--- src/rtl/mlp_stream_rx.sv ---
// mlp_stream_rx: receive endpoint of the DRAM-to-accelerator load stream.
//
// A one-cycle start pulse opens a load. The load is a fixed sequence of IFMAP_WORDS
// IFMAP words, then WEIGHT_WORDS WEIGHT words, then BIAS_WORDS BIAS words. Each accepted
// word is written to the GLB port of its phase with a linear word address. All write
// outputs are registered, so a write appears one cycle after its word is accepted.
//
// Ports:
//   clk, rst            clock, asynchronous active-high reset
//   start               load request pulse
//   i_en, data_in       stream word valid / stream word
//   ifmap_we/addr       IFMAP GLB write port
//   weight_we/addr      WEIGHT GLB write port
//   bias_we/addr        BIAS GLB write port
//   wdata               write data shared by the three GLB ports
//   busy                a load is in progress
//   load_done           one-cycle pulse once the whole load has been written
//   layer_idx           index of the next load, toggles on each load_done
//   err_stray           sticky: a word arrived outside a load
//   err_restart         sticky: start arrived during a load
module mlp_stream_rx #(
    parameter int unsigned DATA_W       = 32,
    parameter int unsigned IFMAP_WORDS  = 16,
    parameter int unsigned WEIGHT_WORDS = 1024,
    parameter int unsigned BIAS_WORDS   = 64
) (
    input  logic                            clk,
    input  logic                            rst,
    input  logic                            start,
    input  logic                            i_en,
    input  logic [DATA_W-1:0]               data_in,
    output logic                            ifmap_we,
    output logic [$clog2(IFMAP_WORDS)-1:0]  ifmap_addr,
    output logic                            weight_we,
    output logic [$clog2(WEIGHT_WORDS)-1:0] weight_addr,
    output logic                            bias_we,
    output logic [$clog2(BIAS_WORDS)-1:0]   bias_addr,
    output logic [DATA_W-1:0]               wdata,
    output logic                            busy,
    output logic                            load_done,
    output logic                            layer_idx,
    output logic                            err_stray,
    output logic                            err_restart
);

    localparam int unsigned IfmapAw  = $clog2(IFMAP_WORDS);
    localparam int unsigned WeightAw = $clog2(WEIGHT_WORDS);
    localparam int unsigned BiasAw   = $clog2(BIAS_WORDS);
    // One counter serves all phases, so it is sized for the widest address.
    localparam int unsigned CntW = (WeightAw >= IfmapAw && WeightAw >= BiasAw) ? WeightAw :
                                   ((IfmapAw >= BiasAw) ? IfmapAw : BiasAw);

    localparam logic [CntW-1:0] IfmapLast  = CntW'(IFMAP_WORDS - 1);
    localparam logic [CntW-1:0] WeightLast = CntW'(WEIGHT_WORDS - 1);
    localparam logic [CntW-1:0] BiasLast   = CntW'(BIAS_WORDS - 1);

    typedef enum logic [2:0] {
        StIdle,
        StIfmap,
        StWeight,
        StBias,
        StDone
    } state_e;

    state_e                state_q;
    logic [CntW-1:0]       cnt_q;
    logic [CntW-1:0]       cnt_d;
    logic                  ifmap_we_q;
    logic [IfmapAw-1:0]    ifmap_addr_q;
    logic                  weight_we_q;
    logic [WeightAw-1:0]   weight_addr_q;
    logic                  bias_we_q;
    logic [BiasAw-1:0]     bias_addr_q;
    logic [DATA_W-1:0]     wdata_q;
    logic                  busy_q;
    logic                  load_done_q;
    logic                  layer_idx_q;
    logic                  err_stray_q;
    logic                  err_restart_q;

    always_comb begin
        cnt_d = cnt_q + 1'b1;
    end

    always_ff @(posedge clk or posedge rst) begin
        if (rst) begin
            state_q       <= StIdle;
            cnt_q         <= '0;
            ifmap_we_q    <= 1'b0;
            ifmap_addr_q  <= '0;
            weight_we_q   <= 1'b0;
            weight_addr_q <= '0;
            bias_we_q     <= 1'b0;
            bias_addr_q   <= '0;
            wdata_q       <= '0;
            busy_q        <= 1'b0;
            load_done_q   <= 1'b0;
            layer_idx_q   <= 1'b0;
            err_stray_q   <= 1'b0;
            err_restart_q <= 1'b0;
        end else begin
            // Write strobes and load_done are single-cycle pulses.
            ifmap_we_q  <= 1'b0;
            weight_we_q <= 1'b0;
            bias_we_q   <= 1'b0;
            load_done_q <= 1'b0;

            // A start during a load is flagged but otherwise ignored.
            if (start && state_q != StIdle) begin
                err_restart_q <= 1'b1;
            end

            case (state_q)
                StIdle: begin
                    // Any word seen here is dropped, even one coincident with start.
                    if (i_en) begin
                        err_stray_q <= 1'b1;
                    end
                    if (start) begin
                        state_q <= StIfmap;
                        cnt_q   <= '0;
                        busy_q  <= 1'b1;
                    end
                end

                StIfmap: begin
                    if (i_en) begin
                        ifmap_we_q   <= 1'b1;
                        ifmap_addr_q <= cnt_q[IfmapAw-1:0];
                        wdata_q      <= data_in;
                        if (cnt_q == IfmapLast) begin
                            state_q <= StWeight;
                            cnt_q   <= '0;
                        end else begin
                            cnt_q <= cnt_d;
                        end
                    end
                end

                StWeight: begin
                    if (i_en) begin
                        weight_we_q   <= 1'b1;
                        weight_addr_q <= cnt_q[WeightAw-1:0];
                        wdata_q       <= data_in;
                        if (cnt_q == WeightLast) begin
                            state_q <= StBias;
                            cnt_q   <= '0;
                        end else begin
                            cnt_q <= cnt_d;
                        end
                    end
                end

                StBias: begin
                    if (i_en) begin
                        bias_we_q   <= 1'b1;
                        bias_addr_q <= cnt_q[BiasAw-1:0];
                        wdata_q     <= data_in;
                        if (cnt_q == BiasLast) begin
                            state_q <= StDone;
                            cnt_q   <= '0;
                        end else begin
                            cnt_q <= cnt_d;
                        end
                    end
                end

                StDone: begin
                    // The final bias write is visible during this state; load_done,
                    // the layer toggle and busy clearing all land one cycle later.
                    if (i_en) begin
                        err_stray_q <= 1'b1;
                    end
                    load_done_q <= 1'b1;
                    layer_idx_q <= ~layer_idx_q;
                    busy_q      <= 1'b0;
                    state_q     <= StIdle;
                end

                default: begin
                    state_q <= StIdle;
                    busy_q  <= 1'b0;
                end
            endcase
        end
    end

    assign ifmap_we    = ifmap_we_q;
    assign ifmap_addr  = ifmap_addr_q;
    assign weight_we   = weight_we_q;
    assign weight_addr = weight_addr_q;
    assign bias_we     = bias_we_q;
    assign bias_addr   = bias_addr_q;
    assign wdata       = wdata_q;
    assign busy        = busy_q;
    assign load_done   = load_done_q;
    assign layer_idx   = layer_idx_q;
    assign err_stray   = err_stray_q;
    assign err_restart = err_restart_q;

endmodule

--- config.mk ---
export PLATFORM = sky130hd
export DESIGN_NAME = mlp_stream_rx
export DESIGN_NICKNAME = d
export VERILOG_FILES = /design/src/rtl/mlp_stream_rx.sv
export SDC_FILE = /design/constraint.sdc
export NUM_CORES = 1
export LEC_CHECK = 0
export ABC_AREA = 1
export CAP_MARGIN = 0
export CELL_PAD_IN_SITES_DETAIL_PLACEMENT = 1
export CELL_PAD_IN_SITES_GLOBAL_PLACEMENT = 2
export CORE_MARGIN = 2
export CORE_UTILIZATION = 30
export DETAILED_ROUTE_END_ITERATION = 8
export PLACE_DENSITY_LB_ADDON = 0.08
export SLEW_MARGIN = 0
export SYNTH_ARGS = -nofsm -noshare
export SYNTH_HDL_FRONTEND = slang
export SYNTH_SLANG_ARGS = --single-unit
--- constraint.sdc ---
create_clock -name clk -period 4.4 [get_ports clk]
set_input_delay 0.44 -clock clk [delete_from_list [all_inputs] [get_ports clk]]
set_output_delay 0.44 -clock clk [all_outputs]
set_load 0.03 [all_outputs]
==> results of run 1 <==
worst paths after layout:
| check | end | depth (start not counted) |
|---|---|---|
| max | bias_addr[0] | 1 |
| min | layer_idx | 1 |
| max reg2reg | wdata[13] | 4 |
| min reg2reg | layer_idx | 1 |
| max in group asynchronous | wdata[9] | 3 |
| min in group asynchronous | wdata[11] | 2 |
per-layer routing:
metal  track usage [%]  wire length [um]
met2              20.9              3450
met5                 0                 0
met1              20.5              3750
met4              5.29               103
met3              3.28               417
flip-flops by register name, indices dropped and copies added, names as in the netlist:
| signal | cells |
|---|---|
| err_stray | 1 |
| err_restart | 1 |
| busy | 1 |
| layer_idx | 1 |
| bias_we | 1 |
| ifmap_we | 1 |
| state_q | 3 |
| ifmap_addr | 4 |
| wdata | 32 |
| weight_addr | 10 |
| cnt_q | 10 |
| load_done | 1 |
| weight_we | 1 |
| bias_addr | 6 |
cells in the mapped netlist:
master	count
o21bai_1	2
inv_1	20
nand2_1	52
nand3_1	7
nand3_2	2
ha_1	1
nor3_2	1
nor2_2	3
nand3_4	2
mux2_2	2
nor3_1	2
a31oi_1	1
inv_4	1
inv_2	6
dfrtp_1	73
o2111ai_1	1
buf_2	1
nand4_1	3
xor2_1	5
nor2_4	4
o21ai_2	10
mux2_4	30
nand2_2	1
o21ai_1	6
o21ai_0	9
nor2_1	21
buf_6	5
power groups by stage:
stage	sequential [uW]	clock [uW]	combinational [uW]
6_report	1060	546	1670
2_1_floorplan	1500	0	644
4_1_cts	1060	569	1700
3_3_place_gp	1070	0	1680
3_5_place_dp	1070	0	1690
5_1_grt	1090	610	1780
final cells by class:
class / count / area [um2] / area share, %
flip-flops and latches: 73 / 1830 / 41.0
multi-input cells: 165 / 1190 / 26.8
repair buffers: 96 / 958 / 21.5
well taps: 136 / 170 / 3.82
clock buffers: 11 / 151 / 3.40
inverters: 27 / 104 / 2.33
clock inverters: 4 / 51.3 / 1.15
per-stage QoR:
stage	power (uW)	worst slack, ns	hold slack (ns)
5_1_grt	3490	2.45	0.500
3_3_place_gp	2740	2.29	0.457
4_1_cts	3330	2.53	0.483
2_1_floorplan	2140	2.11	0.512
3_5_place_dp	2770	2.24	0.461
6_report	3280	2.55	0.473
logic make-up after synthesis:
logic type | Yosys count | share of synthesized area, %
buffers and inverters | 33 | 5.18
multiplexers | 32 | 14.8
AO/OA/AOI/OAI | 29 | 6.05
AND/OR/NAND/NOR | 98 | 14.8
flip-flops | 73 | 57.3
adder cells (fa/ha/maj) | 1 | 0.393
XOR/XNOR | 5 | 1.37
==> impl_metrics.json, run 1 <==
{
  "netlist_instances": 271,
  "max_freq_ghz": 0.541,
  "insertion_delay_ns": 0.34,
  "n_fill_cell": 1157,
  "hold_viol": 0,
  "ctsResizeCount": 0,
  "design_area_um2": 4460,
  "cp_max_fo": 2,
  "final_common_cell": "clkdlybuf4s50_1",
  "grt_pass1_wl_um": 12700,
  "power_density_nw_per_um2": 736,
  "drtIter0Drc": 70,
  "cp_num_buf_inv": 1,
  "viasPerCell": 4.37,
  "fin_worst_skew_ns": 0.00933,
  "grt_pass1_vias": 2297,
  "clk_path_buf_depth": 2,
  "cts.sinks": 73,
  "core_area_um2": 10300,
  "critical_path.top_delay_family": "buffers and inverters",
  "numCtsBuffers": 9,
  "post_cts_buffers": 0,
  "fin_crit_sh_pct": 42.0,
  "wl_um": 7720,
  "final_nets": 409,
  "dpl.cell_count": 497,
  "numPortBuffers": 95,
  "grt_overflow": 0,
  "gp_congestion": 0.728,
  "slowest_stage": "clkdlybuf4s50_1",
  "p_switching_uw": 1330,
  "path_cells": "clkdlybuf4s50_1",
  "synth_seq_area_share_pct": 57.3,
  "rows": 37,
  "ant_nets": 0,
  "grt_use_total_pct": 14.3,
  "ys_ff_latch": 73,
  "cp.arrival_ns": 1.41,
  "hp-class": "reg2reg",
  "rsz0062_at_grt": "no",
  "ys_types": 27,
  "r2r-start": "state_q[0]",
  "ff2ff_setup_slack_ns": 2.58,
  "cts_root_buf": "clkbuf_8",
  "worstHoldStart": "layer_idx",
  "num_antenna_cells": 0,
  "path_clk_slew_ns": 0.08,
  "htreeDepth": 3,
  "ys_top_cells_by_area": "dfrtp_1 (57%), mux2_4 (14%), nand2_1 (6.1%)",
  "slew_viol_final": 0,
  "max_slew.worst_pin.slew_ns": 0.936,
  "ir_drop_v": 0.000302,
  "clockPowerShare_pct": 16.6,
  "swShare_pct": 40.5,
  "synth_top_area_share_pct": 57.3,
  "internal-power_uw": 1950,
  "drt-pass1-iter-count": 4,
  "fp.dieH_um": 107,
  "instances_no_fill": 512,
  "status": "completed",
  "final_cell_mix": "clkdlybuf4s50_1 (95), dfrtp_1 (73), nand2_1 (52), mux2_4 (30), nor2_1 (21)",
  "synth_area_um2": 3190,
  "cts_hold_buf": 0,
  "finalSetupViolCount": 0,
  "required_ns": 3.96,
  "place_area_um2": 4250,
  "antenna_found_initial": 0,
  "synth_warnings": 0,
  "setup_tns_ns": 0,
  "dieArea_um2": 11500,
  "initial_core_util_pct": 30.9,
  "syn-num-nets": 308,
  "post-route-drc-count": 0,
  "fin_crit_ns": 1.85,
  "power.leakage_uw": 0.00201,
  "ioPinCount": 96,
  "routed-via-count": 2237,
  "max-cap-violations": 0,
  "max_stage_delay_ns": 0.72,
  "pwr-share-seq_pct": 32.3,
  "synth_area_per_cell_um2": 11.8,
  "crit_type": "reg2out",
  "grt_start_max_net_pins": 45,
  "cp-end-kind": "primary output",
  "areaGrowthSynthToFinish_pct": 39.9,
  "die_width_um": 107,
  "hpwl_um": 5610,
  "drive_gt1_share_pct": 21.0,
  "crit_path_start": "bias_addr[0]",
  "worst_setup_path_start_kind": "register",
  "max_slew_margin_pct": 37.5,
  "p_comb_share_pct": 51.1,
  "wl_per_cell_um": 15.1,
  "yosys.area.top_type": "dfrtp_1",
  "final_core_util_pct": 43.2,
  "cts_tree": "built"
}
No activity file was read; power rests on OpenSTA's default activity.
==> run 2, diff against run 1 <==
Settings changed: CORE_UTILIZATION 30 to 27.
Clock period 4.4 ns to 1.6 ns, I/O delays scaled along.
==> impl_metrics.json, run 2 (synthesized netlist as in run 1, its figures left out) <==
{
  "status": "finished, violations left",
  "violations": "setup timing",
  "hpwl_um": 6090,
  "hold_ws_ns": 0.244,
  "num_antenna_cells": 0,
  "grt_use_total_pct": 13.9,
  "grt_overflow": 0,
  "reg2reg_depth": 8,
  "ir_drop_v": 0.000902,
  "finalSetupViolCount": 3,
  "max-cap-violations": 0,
  "max_slew.worst_pin.slew_ns": 0.359,
  "cts_tree": "built",
  "die_width_um": 113,
  "grt_pass1_wl_um": 13600,
  "setup_tns_ns": -0.0176,
  "max_slew_margin_pct": 76.0,
  "reg2reg_to": "cnt_q[5]",
  "crit_type": "reg2reg",
  "cts.sinks": 73,
  "fin_crit_sh_pct": 101,
  "drt-pass1-iter-count": 4,
  "worst_slack_ns": -0.0144,
  "antenna_found_initial": 0,
  "gp_congestion": 0.706,
  "rsz0062_at_grt": "yes",
  "clk_path_buf_depth": 2,
  "fin_worst_skew_ns": 0.00459,
  "endpoint": "cnt_q[5]",
  "multi_input_area_um2": 1200,
  "ff2ff_setup_slack_ns": -0.01,
  "grt_start_max_net_pins": 30,
  "power_density_nw_per_um2": 2060,
  "slew_viol_final": 0,
  "numPortBuffers": 95,
  "fin_crit_ns": 1.61,
  "initial_core_util_pct": 27.8,
  "largest_reg_flops": 32,
  "final_common_cell": "clkdlybuf4s50_1",
  "grt_pass1_vias": 2510,
  "routed-via-count": 2352,
  "place_area_um2": 4460,
  "fp.dieH_um": 113,
  "pre_cts_ws_ns": -0.0685,
  "max_freq_ghz": 0.619,
  "r2r-start": "cnt_q[0]",
  "areaGrowthSynthToFinish_pct": 52.0,
  "rows": 39,
  "viasPerCell": 4.32,
  "wl_um": 8320,
  "regArea_um2": 1830,
  "design_area_um2": 4840,
  "ioPinCount": 96,
  "final_nets": 435,
  "insertion_delay_ns": 0.34,
  "cp.arrival_ns": 1.83,
  "hold_viol": 0,
  "post-route-drc-count": 0,
  "dpl.cell_count": 523,
  "path_clk_slew_ns": 0.06,
  "htreeDepth": 3,
  "core_area_um2": 11500,
  "n_fill_cell": 1252,
  "power.leakage_uw": 0.00223,
  "cp-end-kind": "register",
  "final_cell_mix": "clkdlybuf4s50_1 (93), dfrtp_1 (72), nand2_1 (50), mux2_4 (30), buf_4 (23)",
  "wl_per_cell_um": 15.3,
  "cp_max_fo": 7,
  "numCtsBuffers": 9,
  "dieArea_um2": 12700,
  "worst_setup_path_start_kind": "register",
  "crit_path_start": "cnt_q[0]",
  "drive_gt1_share_pct": 26.9,
  "ant_nets": 0,
  "cts_root_buf": "clkbuf_16",
  "drtIter0Drc": 100,
  "instances_no_fill": 545,
  "required_ns": 1.81,
  "hp-class": "in2async"
}
==> run 2: per-stage QoR <==
stage	utilization (%)	total power [uW]
finish	42.2	10000
global route	42.2	10600
global placement	38.9	7790
floorplan	-	5890
CTS	41.6	10100
detailed placement	38.9	7840
==> run 2: area by class of cell <==
cell class	count	area share, %
timing repair buffer	122	24.9
inverter	27	2.32
multi-input combinational	165	24.9
clock inverter	3	1.34
tap	143	3.69
clock buffer	12	5.09
sequential	73	37.7
==> run 2: worst min-delay path by stage <==
stage                                end  slack, ns  depth (start not counted)           start
after global routing       ifmap_addr[0]       0.26                          3             rst
after detailed placement  weight_addr[7]       0.46                          2  weight_addr[7]
final                     weight_addr[1]       0.24                          3             rst
after CTS                 weight_addr[1]       0.24                          3             rst
after global placement         layer_idx       0.46                          1       layer_idx
after floorplan                 wdata[0]       0.31                          1      data_in[0]
==> run 2: per-layer routing <==
layer  track usage (%)  vias up  routed length [um]  share of wire, %
li1                  -     1134                   -                 -
met1              19.2     1150                4050                49
met2              20.5       59                3740                45
met3              4.16        9                 393               4.7
met4              5.12        0                 138               1.7
met5                 0        -                   0                 0
==> run 2: timing repair <==
item	4_1_cts	5_1_grt
resized for setup	0	10
endpoints found under the setup margin	0	50
buffers inserted	0	7
hold buffers	0	0
==> run 2: where the power goes <==
part           switching (uW)  internal (uW)
clock                     745           1400
combinational            2650           2310
sequential                375           2520
total                    3770           6230
==> run 2: critical path, cell delays in order (launching register included) <==
cell and delay [ns]:
dfrtp_1 0.35, ha_2 0.19, nand2_2 0.08, nor2_4 0.17, nand2_2 0.08, o21ai_2 0.16, nand3_2 0.14, nor2_4 0.24
nor2_1 0.07
==> run 3, diff against run 2 <==
Settings changed: SKIP_LAST_GASP from default to 1.
==> impl_metrics.json, run 3 (synthesized netlist as in run 1, its figures left out) <==
{
  "status": "finished, violations left",
  "wl_per_cell_um": 15.3,
  "path_clk_slew_ns": 0.06,
  "core_area_um2": 11500,
  "numPortBuffers": 95,
  "drtIter0Drc": 97,
  "cts.sinks": 73,
  "gp_congestion": 0.706,
  "hp-class": "in2async",
  "num_antenna_cells": 0,
  "cp-end-kind": "register",
  "violations": "setup timing",
  "antenna_found_initial": 0,
  "finalSetupViolCount": 3,
  "slowest_stage": "dfrtp_1",
  "routed-via-count": 2352,
  "fp.dieH_um": 113,
  "post-route-drc-count": 0,
  "grt_use_total_pct": 13.9,
  "required_ns": 1.81,
  "cts_root_buf": "clkbuf_16",
  "cts_tree": "built",
  "wl_um": 8320,
  "max_slew_margin_pct": 76.0,
  "multi_input_area_um2": 1200,
  "max_stage_delay_ns": 0.35,
  "slew_viol_final": 0,
  "dieArea_um2": 12700,
  "ir_drop_v": 0.000902,
  "hpwl_um": 6090,
  "final_nets": 435,
  "hold_viol": 0,
  "path_cells": "ha_2 -> nand2_2 -> nor2_4 -> nand2_2 -> o21ai_2 -> nand3_2 -> nor2_4 -> nor2_1",
  "viasPerCell": 4.32,
  "fin_worst_skew_ns": 0.00459,
  "instances_no_fill": 545,
  "setup_tns_ns": -0.0176,
  "rows": 39,
  "cp_max_fo": 7,
  "dpl.cell_count": 523,
  "power_density_nw_per_um2": 2060,
  "htreeDepth": 3,
  "power.leakage_uw": 0.00223,
  "worst_setup_path_start_kind": "register",
  "grt_start_max_net_pins": 30,
  "rsz0062_at_grt": "yes",
  "cp.arrival_ns": 1.83,
  "grt_pass1_vias": 2510,
  "clk_path_buf_depth": 2,
  "regArea_um2": 1830,
  "max_freq_ghz": 0.619,
  "areaGrowthSynthToFinish_pct": 52.0,
  "final_common_cell": "clkdlybuf4s50_1",
  "max_slew.worst_pin.slew_ns": 0.359,
  "die_width_um": 113,
  "drt-pass1-iter-count": 4,
  "insertion_delay_ns": 0.34,
  "initial_core_util_pct": 27.8,
  "crit_type": "reg2reg",
  "drive_gt1_share_pct": 26.9,
  "fin_crit_sh_pct": 101,
  "ant_nets": 0,
  "grt_overflow": 0,
  "worst_slack_ns": -0.0144,
  "n_fill_cell": 1252,
  "final_cell_mix": "clkdlybuf4s50_1 (93), dfrtp_1 (72), nand2_1 (50), mux2_4 (30), buf_4 (23)",
  "fin_crit_ns": 1.61,
  "grt_pass1_wl_um": 13600,
  "largest_reg_flops": 32,
  "numCtsBuffers": 9,
  "ioPinCount": 96,
  "max-cap-violations": 0
}
==> run 3: cell counts in the layout (fill, tap and decap cells not counted) <==
No cell type changed its count.
==> run 3: metrics by stage <==
| step | instance area (um2) | setup WS [ns] | util, % | hold slack, ns | total power, uW |
|---|---|---|---|---|---|
| 2_1_floorplan | 3190 | 0.185 | - | 0.309 | 5890 |
| 3_3_place_gp | 4460 | 0.00943 | 38.9 | 0.459 | 7790 |
| 3_5_place_dp | 4460 | -0.0685 | 38.9 | 0.463 | 7840 |
| 4_1_cts | 4770 | 0.00760 | 41.6 | 0.245 | 10100 |
| 5_1_grt | 4840 | -0.134 | 42.2 | 0.260 | 10600 |
| 6_report | 4840 | -0.0144 | 42.2 | 0.244 | 10000 |
==> run 3: report_power, final <==
group          switching, uW  total, uW  internal (uW)  leakage, uW
Combinational           2650       4960           2310      0.00116
Sequential               375       2900           2520     0.000916
Clock                    745       2140           1400     0.000153
Total                   3770      10000           6230      0.00223
==> run 3: layer usage <==
metal	global-route usage [%]	part of all wire [%]
met2	20.5	45
met3	4.16	4.7
met1	19.2	49
met4	5.12	1.7
met5	0	0
==> run 3: cell type report <==
type                            count  area share (%)
Clock inverter                      3            1.34
Clock buffer                       12            5.09
Tap cell                          143            3.69
Sequential cell                    73            37.7
Timing Repair Buffer              122            24.9
Inverter                           27            2.32
Multi-Input combinational cell    165            24.9
==> run 3: final timing paths <==
path | depth (start not counted) | end | start | slack [ns]
worst max-delay path | 8 | cnt_q[5] | cnt_q[0] | -0.01
worst min-delay path | 3 | weight_addr[1] | rst | 0.24
worst max register to register | 8 | cnt_q[5] | cnt_q[0] | -0.01
worst min register to register | 1 | layer_idx | layer_idx | 0.48
max in group asynchronous | 3 | wdata[11] | rst | 1.09
min in group clk | 2 | wdata[25] | data_in[25] | 0.44
==> run 3: critical path: cells and delay by family, from the launching register on <==
family	cells	cell delay, ns
and+or+nand+nor	6	0.78
adders and majority gates	1	0.19
AOI/OAI and AO/OA	1	0.16
DFF	1	0.35
==> run 3: repair_timing <==
action,CTS,global route
hold buffers,0,0
buffers inserted,0,7
gates resized for setup,0,10
setup endpoints to repair,0,50
